==> src/rtl/usb_pkg.sv <==
// rtl/usb_pkg.sv - shared USB constants, packet types and CRC16 parameters
package usb_pkg;

    localparam logic [7:0] PID_DATA0 = 8'hC3;
    localparam logic [7:0] PID_ACK   = 8'hD2;
    localparam logic [7:0] PID_NAK   = 8'h5A;
    localparam logic [7:0] PID_STALL = 8'h1E;

    typedef enum logic [1:0] {
        PKT_DATA0 = 2'd0,
        PKT_ACK   = 2'd1,
        PKT_NAK   = 2'd2,
        PKT_STALL = 2'd3
    } tx_packet_t;

    localparam int          CRC16_WIDTH = 16;
    localparam logic [15:0] CRC16_POLY  = 16'h8005;
    localparam logic [15:0] CRC16_INIT  = 16'hFFFF;

    localparam int MAX_PAYLOAD_DEFAULT = 64;

    function automatic logic [15:0] reflect16(input logic [15:0] v);
        logic [15:0] r;
        r = '0;
        for (int i = 0; i < 16; i++) begin
            r[i] = v[15-i];
        end
        return r;
    endfunction

    function automatic logic [7:0] pid_for(input tx_packet_t t);
        logic [7:0] p;
        case (t)
            PKT_DATA0: p = PID_DATA0;
            PKT_ACK:   p = PID_ACK;
            PKT_NAK:   p = PID_NAK;
            default:   p = PID_STALL;
        endcase
        return p;
    endfunction

endpackage

==> src/rtl/usb_crc16.sv <==
// rtl/usb_crc16.sv - byte-wide reflected CRC16 register shared by the TX sequencer and RX checker
module usb_crc16
    import usb_pkg::*;
(
    input  logic                   clk,
    input  logic                   rst,
    input  logic                   init,
    input  logic                   en,
    input  logic [7:0]             data,
    output logic [CRC16_WIDTH-1:0] crc
);

    // LSB-first processing shifts right, so the polynomial is applied bit-reversed.
    localparam logic [15:0] POLY_REF = reflect16(CRC16_POLY);

    logic [15:0] crc_next;

    always_comb begin
        crc_next = crc ^ {8'h00, data};
        for (int i = 0; i < 8; i++) begin
            if (crc_next[0]) begin
                crc_next = (crc_next >> 1) ^ POLY_REF;
            end else begin
                crc_next = crc_next >> 1;
            end
        end
    end

    always_ff @(posedge clk) begin
        if (rst) begin
            crc <= '0;
        end else if (init) begin
            crc <= CRC16_INIT;
        end else if (en) begin
            crc <= crc_next;
        end
    end

endmodule

==> src/rtl/usb_tx_packet_ctrl.sv <==
// rtl/usb_tx_packet_ctrl.sv - packet-level TX sequencer: PID, buffered payload, CRC16 to the byte encoder
module usb_tx_packet_ctrl
    import usb_pkg::*;
#(
    parameter int MAX_PAYLOAD = MAX_PAYLOAD_DEFAULT
) (
    input  logic       clk,
    input  logic       rst,
    input  logic       tx_start,
    input  logic [1:0] tx_packet,
    input  logic [6:0] buffer_occupancy,
    input  logic [7:0] tx_packet_data,
    output logic       get_tx_packet_data,
    output logic [7:0] byte_out,
    output logic       byte_valid,
    output logic       byte_last,
    input  logic       byte_ready,
    output logic       busy,
    output logic       tx_done
);

    typedef enum logic [2:0] {
        S_IDLE,
        S_PID,
        S_FETCH,
        S_LOAD,
        S_DATA,
        S_CRC_LO,
        S_CRC_HI,
        S_DONE
    } state_t;

    localparam logic [6:0] MAX_LEN = 7'(MAX_PAYLOAD);

    state_t      state;
    state_t      state_next;
    tx_packet_t  pkt_type;
    logic [6:0]  remaining;
    logic [7:0]  data_reg;
    logic [15:0] crc;
    logic [6:0]  clamped_len;
    logic        start_ok;
    logic        xfer;

    assign xfer        = byte_valid && byte_ready;
    assign start_ok    = (state == S_IDLE) && tx_start;
    assign clamped_len = (buffer_occupancy > MAX_LEN) ? MAX_LEN : buffer_occupancy;

    usb_crc16 u_crc16 (
        .clk  (clk),
        .rst  (rst),
        .init (state == S_PID),
        .en   (state == S_LOAD),
        .data (tx_packet_data),
        .crc  (crc)
    );

    always_ff @(posedge clk) begin
        if (rst) begin
            state <= S_IDLE;
        end else begin
            state <= state_next;
        end
    end

    // Handshake packets latch a zero length so the shared countdown never pops for them.
    always_ff @(posedge clk) begin
        if (rst) begin
            pkt_type  <= PKT_DATA0;
            remaining <= '0;
            data_reg  <= '0;
        end else if (start_ok) begin
            pkt_type  <= tx_packet_t'(tx_packet);
            remaining <= (tx_packet_t'(tx_packet) == PKT_DATA0) ? clamped_len : 7'd0;
        end else if (state == S_LOAD) begin
            data_reg  <= tx_packet_data;
            remaining <= remaining - 7'd1;
        end
    end

    always_comb begin
        state_next = state;
        case (state)
            S_IDLE: begin
                if (tx_start) state_next = S_PID;
            end
            S_PID: begin
                if (xfer) begin
                    if (pkt_type != PKT_DATA0) state_next = S_DONE;
                    else if (remaining != 7'd0) state_next = S_FETCH;
                    else                        state_next = S_CRC_LO;
                end
            end
            S_FETCH: state_next = S_LOAD;
            S_LOAD:  state_next = S_DATA;
            S_DATA: begin
                if (xfer) state_next = (remaining != 7'd0) ? S_FETCH : S_CRC_LO;
            end
            S_CRC_LO: begin
                if (xfer) state_next = S_CRC_HI;
            end
            S_CRC_HI: begin
                if (xfer) state_next = S_DONE;
            end
            S_DONE:  state_next = S_IDLE;
            default: state_next = S_IDLE;
        endcase
    end

    always_comb begin
        get_tx_packet_data = 1'b0;
        byte_out           = 8'h00;
        byte_valid         = 1'b0;
        byte_last          = 1'b0;
        busy               = (state != S_IDLE);
        tx_done            = 1'b0;
        case (state)
            S_PID: begin
                byte_out   = pid_for(pkt_type);
                byte_valid = 1'b1;
                byte_last  = (pkt_type != PKT_DATA0);
            end
            S_FETCH: get_tx_packet_data = 1'b1;
            S_DATA: begin
                byte_out   = data_reg;
                byte_valid = 1'b1;
            end
            S_CRC_LO: begin
                byte_out   = ~crc[7:0];
                byte_valid = 1'b1;
            end
            S_CRC_HI: begin
                byte_out   = ~crc[15:8];
                byte_valid = 1'b1;
                byte_last  = 1'b1;
            end
            S_DONE:  tx_done = 1'b1;
            default: ;
        endcase
    end

endmodule
==> config.mk <==
export PLATFORM = sky130hd
export DESIGN_NAME = usb_tx_packet_ctrl
export DESIGN_NICKNAME = d
export VERILOG_FILES = /design/src/rtl/usb_pkg.sv /design/src/rtl/usb_crc16.sv /design/src/rtl/usb_tx_packet_ctrl.sv
export SDC_FILE = /design/constraint.sdc
export NUM_CORES = 1
export LEC_CHECK = 0
export BUFFER_PORTS_ARGS = -buffer_cell sky130_fd_sc_hd__buf_2
export CORE_MARGIN = 10
export CORE_UTILIZATION = 54
export DETAILED_ROUTE_END_ITERATION = 12
export PLACE_DENSITY = 0.77
export SLEW_MARGIN = 5
export SYNTH_ARGS = -nofsm -noshare
export SYNTH_HDL_FRONTEND = slang
export SYNTH_SLANG_ARGS = --single-unit
==> constraint.sdc <==
create_clock -name clk -period 3.7 [get_ports clk]
set_input_delay 0.185 -clock clk [delete_from_list [all_inputs] [get_ports clk]]
set_output_delay 0.185 -clock clk [all_outputs]
set_load 0.005 [all_outputs]
After elaboration in Yosys (flattened, before gate mapping)
Index checks and enable logic that the tools add are counted.
{"block": "word_totals", "elab_cells": 74, "inputBits": 21, "n_memories": 0, "out_inout_bits": 13, "mem_bits_rw": 0, "mem_bits_ro": 0, "register_bits": 36, "latchBits": 0}
{"block": "classes", "reduce_logical": 13, "add_sub_neg": 1, "n_shift": 0, "mux": 28, "n_eq_ne": 14, "n_mul": 0, "n_lt_le_gt_ge": 1, "bitwise_logic": 12, "div": 0}
{"cell": "16-bit two-way mux", "n": 10}
{"cell": "8-bit case mux with 4 select lines", "n": 1}
{"cell": "7-bit two-way mux", "n": 4}
{"cell": "2-bit NOT with 3-bit output", "n": 8}
{"cell": "3-bit case mux with 8 select lines", "n": 1}
{"cell": "8-bit case mux with 3 select lines", "n": 1}
{"cell": "3-bit two-way mux", "n": 7}
{"cell": "8-bit NOT", "n": 2}
{"cell": "16-bit by 8-bit XOR with 16-bit output", "n": 1}
{"cell": "3-bit equality test (second input constant)", "n": 4}
{"cell": "2-bit inequality test (second input constant)", "n": 5}
{"cell": "7-bit > comparator (second input constant)", "n": 1}
{"cell": "7-bit nonzero test", "n": 1}
{"cell": "7-bit by 1-bit subtractor with 7-bit output (second input constant)", "n": 1}
{"cell": "3-bit by 2-bit equality test with 1-bit output (second input constant)", "n": 2}
{"cell": "2-bit nonzero test", "n": 3}
{"cell": "5-bit AND reduction", "n": 1}
{"cell": "2-bit logical NOT", "n": 2}
{"cell": "4-bit OR reduction", "n": 1}
{"cell": "3-bit by 1-bit equality test with 1-bit output (second input constant)", "n": 1}
{"cell": "3-bit logical NOT", "n": 1}
{"cell": "1-bit two-way mux", "n": 3}
{"cell": "3-bit nonzero test", "n": 1}
{"cell": "2-bit by 1-bit equality test with 1-bit output (second input constant)", "n": 1}
{"cell": "5 further kinds", "n": 6}

Longest topological paths before layout
{"block": "logic_depth", "word_depth": 19, "depth_mapped": 7, "mapped_depth_nobuf": 6}

Cells and area by module
From an unflattened synthesis, not the netlist that was laid out.
{"block": "unflattened", "cells_unflattened": 276, "hier_area_um2": 2194.6}
{"module": "usb_tx_packet_ctrl", "seq_area_each_um2": 400.4, "cells_per_inst": 179, "area_each_um2": 1338.8, "n_inst": 1}
{"module": "usb_crc16", "seq_area_each_um2": 320.3, "cells_per_inst": 97, "area_each_um2": 855.8, "n_inst": 1}

Least setup slack after synthesis
Ideal clock, no wire load.
{"block": "synth_timing", "kind": "register to register", "start": "register u_crc16.crc[2]", "end": "register u_crc16.crc[0]", "path_slack_ns": 1.930, "path_stages_with_launch": 6, "setup_ns": 0.079, "required_time_ns": 3.621, "t_arrival_ns": 1.691, "cell_sequence": "dfxtp_1 > xnor2_2 > xnor2_1 > xnor3_2 > xnor3_1 > a211oi_2"}
{"block": "synth_between", "elab_chain_cells": 12}
{"item": "start: declaration", "line_no": "usb_crc16.sv:10", "rtl": "output logic [CRC16_WIDTH-1:0] crc"}
{"item": "start signal: assignment", "line_no": "usb_crc16.sv:35", "rtl": "crc <= crc_next;"}
{"item": "16-bit by 8-bit XOR with 16-bit output *", "line_no": "usb_crc16.sv:19", "rtl": "crc_next = crc ^ {8'h00, data};"}
{"item": "16-bit two-way mux *", "line_no": "usb_crc16.sv:21", "rtl": "if (crc_next[0]) begin"}
{"item": "2-bit NOT with 3-bit output (no line)"}
{"item": "16-bit two-way mux * (7 in a row)", "line_no": "usb_crc16.sv:21"}
{"item": "16-bit two-way mux *", "line_no": "usb_crc16.sv:34", "rtl": "end else if (en) begin"}
{"item": "16-bit two-way mux *", "line_no": "usb_crc16.sv:32", "rtl": "end else if (init) begin"}
Mark *: on every way between the ends. The rest lies on a longest branch, timed or not. The select of a mux whose other input is x is not followed.
A chain may end at the register's enable or synchronous reset.

Worst setup path after layout
{"block": "layout_timing", "start": "register state[0]", "end": "output port byte_out[0]"}
{"block": "layout_between", "elab_chain_cells": 2}
{"item": "start: declaration", "line_no": "usb_tx_packet_ctrl.sv:35", "rtl": "state_t state;"}
{"item": "start signal: assignment", "line_no": "usb_tx_packet_ctrl.sv:62", "rtl": "state <= state_next;"}
{"item": "3-bit equality test or 3-bit by 1-bit equality test with 1-bit output (tied branches)", "line_no": "usb_tx_packet_ctrl.sv:117", "rtl": "case (state)"}
{"item": "8-bit case mux with 4 select lines *", "line_no": "usb_tx_packet_ctrl.sv:117"}
{"item": "end: declaration", "line_no": "usb_tx_packet_ctrl.sv:14", "rtl": "output logic [7:0] byte_out,"}
Mark *: on every way between the ends. The rest lies on a longest branch, timed or not.

==> results.cfg <==
[run_status]
status = complete, no violations

[final_layout]
syn_to_final_growth_pct = 12.2
largest_register_ffs = 16
fillers = 321
layout_common_cells = nand2_1, dfxtp_1, buf_2
drive_above_1_share_pct = 16.3
fin_nets = 304
insertedDiodeCount = 0
final_cell_count_no_fill = 328

[worst_hold_path]
holdPathEnd = data_reg[4]
holdPathStages = 3
hp-start = tx_packet_data[4]
hold_class = primary input to register

[timing]
rsz0062_at_grt = false
finalCriticalPeriod_ns = 2.34
hold_violations = 0
setup_viol = 0
finalMaxSlewViolations = 0
timing.final.crit_share_pct = 63.2
skew_ns = 0.00514
relSlewSlack_pct = 46.6
fmax_mhz = 428
setup_tns_ns = 0
worst_slew_pin_slew_ns = 0.798

[routing]
viasPerCell = 5.78
dr.pass1.iters = 4
first_iter_violations = 151
wl_um = 5020
drc = 0
wl_per_cell_um = 15.3
final_antenna_net_count = 0
vias = 1897

[setup_path]
critPathKind = register to primary output
r2r.worst_path.cells = 5
cp.required_ns = 3.51
rr_startpoint = state[0]
end_kind = primary output
cp_max_fo = 23
slowest_delay_ns = 0.76
ff2ff_setup_slack_ns = 1.46
reg2reg_to = remaining[2]
start_kind = register
cp_slowest_cell = dfxtp_1
crit_path_frequent_cell = nand2_1
arrival_ns = 2.15
crit_chain = inv_1 > nand2_1 > o22ai_1 > nand2_1 > o41ai_1 > buf_2

[yosys]
synthAdderAreaFrac_pct = 1.27
avgSynthCellArea_um2 = 7.70
synth_xor_area_share_pct = 12.5
ys_seq_area_share_pct = 36.7
synth_compound_area_share_pct = 21.4
yosys.area_share.simple_pct = 22.8
synth_top_family_by_area = simple AND/OR/NAND/NOR gates
syn_inst = 255
ys_async_sr_fraction_pct = 0
ys_ff_latch = 36
syn_area_um2 = 1960
synthTopCellsByArea = dfxtp_1, a21oi_1, nand2_1, nor2_1, xnor2_1
synthFlopType = dfxtp_1
muxShareOfSynthArea_pct = 0.510
ys_types = 40
synth_edf_count = 0
ys_warn_count = 0
synth_fp_nets = 278
yosysTopAreaCellShare_pct = 36.7
yosys.area.top_type = dfxtp_1

[placement]
port_buffers = 33
place_congestion = 0.800
dp.cells = 320
dp_hpwl_um = 3660

[global_route]
grt_max_degree = 37
grt_overflow_total = 0
grt_pass1_vias = 1805
antenna_found_initial = 0
gr-usage-all-layers_pct = 15.8
grt_pass1_wl_um = 8340

[floorplanning]
die_area_um2 = 6450
num_rows = 21
initial_utilization_pct = 57.5
io-pin-count = 34
die_height_um = 80.3
core_um2 = 3420
die-width_um = 80.3

[clocking]
clk_pin_slew_worst_paths_ns = 0.11
cts.sinks = 36
cts_buffers = 5
root_buffer = clkbuf_4
cts_tree = done
clock_latency_ns = 0.35
cts_resized = 0
cts_max_level = 2
post-cts-setup-buffer-count = 0
clk_path_buf_depth = 2
hold_buffers = 0

[power_and_ir_drop]
p_per_area_nw_per_um2 = 508
combinationalPowerShare_pct = 36.2
irDropWorstVdd_uv = 253
internal-power_mw = 0.726
power_switching_share_pct = 35.2
p_clk_share_pct = 20.0
p_leak_nw = 0.906
p_seq_share_pct = 43.8
p_sw_mw = 0.393

[run]
maxCapViolations = 0
-- layout make-up --
type	instances	area (µm²)	share of cell area, %
Clock buffer	8	58.8	2.67
Timing Repair Buffer	36	188	8.52
Multi-Input combinational cell	194	1150	52.1
Inverter	8	30.0	1.36
Tap cell	46	57.6	2.61
Sequential cell	36	721	32.7
-- routing by layer --
| layer | share of wire [%] | wire length [µm] | up-vias | global-route usage (%) |
|---|---|---|---|---|
| met5 | 0 | 0 | - | 0 |
| met4 | 0.62 | 31 | 0 | 4.05 |
| met3 | 7.4 | 370 | 4 | 5.23 |
| met2 | 44 | 2230 | 74 | 24.3 |
| met1 | 48 | 2390 | 868 | 20.7 |
| li1 | - | - | 951 | - |
-- worst max-delay path: cells and delay by family, from the launching register on --
family,cells,cell delay (ns)
buffers and inverters,2,0.46
flip-flops,1,0.76
AO/OA/AOI/OAI,2,0.21
AND/OR/NAND/NOR,2,0.37
-- power groups by stage --
stage	Clock [mW]	Combinational [mW]	Sequential [mW]
floorplan	0	0.334	0.469
global placement	0	0.394	0.497
detailed placement	0	0.402	0.498
CTS	0.233	0.405	0.489
global route	0.242	0.449	0.497
finish	0.223	0.405	0.490
-- kinds of logic (layout without fill, tap and decap cells) --
logic type / count (synthesis) / after routing
AOI/OAI and AO/OA: 67 / 67
muxes: 1 / 1
DFF: 36 / 36
and+or+nand+nor: 101 / 101
adders and majority gates: 2 / 2
buffers and inverters: 25 / 52
xor gates and xnor gates: 23 / 23
-- synthesized netlist by cell type, drive strengths merged, types with 2 or more instances --
library cell and n:
xnor2 12, nor3 15, o22ai 11, a31oi 3, buf 3, nor4 5
dfxtp 36, a2111oi 2, ha 2, and3 4, o21ai 7, clkbuf 14
xor2 9, nand2 36, o22a 2, nand3 2, inv 8, a211oi 7
nor2 32, a21oi 27, o211ai 2, xnor3 2
-- worst max-delay path by stage --
| stage | start | endpoint | slack [ns] |
|---|---|---|---|
| floorplan | u_crc16.crc[2] | u_crc16.crc[0] | 1.93 |
| global placement | state[0] | remaining[2] | 1.59 |
| detailed placement | state[0] | remaining[2] | 1.50 |
| CTS | state[0] | byte_out[0] | 1.38 |
| global route | state[2] | byte_out[3] | 1.16 |
| finish | state[0] | byte_out[0] | 1.36 |
-- per-stage QoR --
stage | utilization [%] | hold WS, ns | area, µm² | setup WS, ns | power [mW]
3_5_place_dp | 62.7 | 0.444 | 2140 | 1.50 | 0.900
5_1_grt | 64.5 | 0.0726 | 2200 | 1.16 | 1.19
6_report | 64.5 | 0.0869 | 2200 | 1.36 | 1.12
3_3_place_gp | 62.7 | 0.443 | 2140 | 1.59 | 0.891
4_1_cts | 64.5 | 0.0700 | 2200 | 1.38 | 1.13
2_1_floorplan | - | 0.321 | 1960 | 1.93 | 0.803
Power figures use the tool's default switching activity.
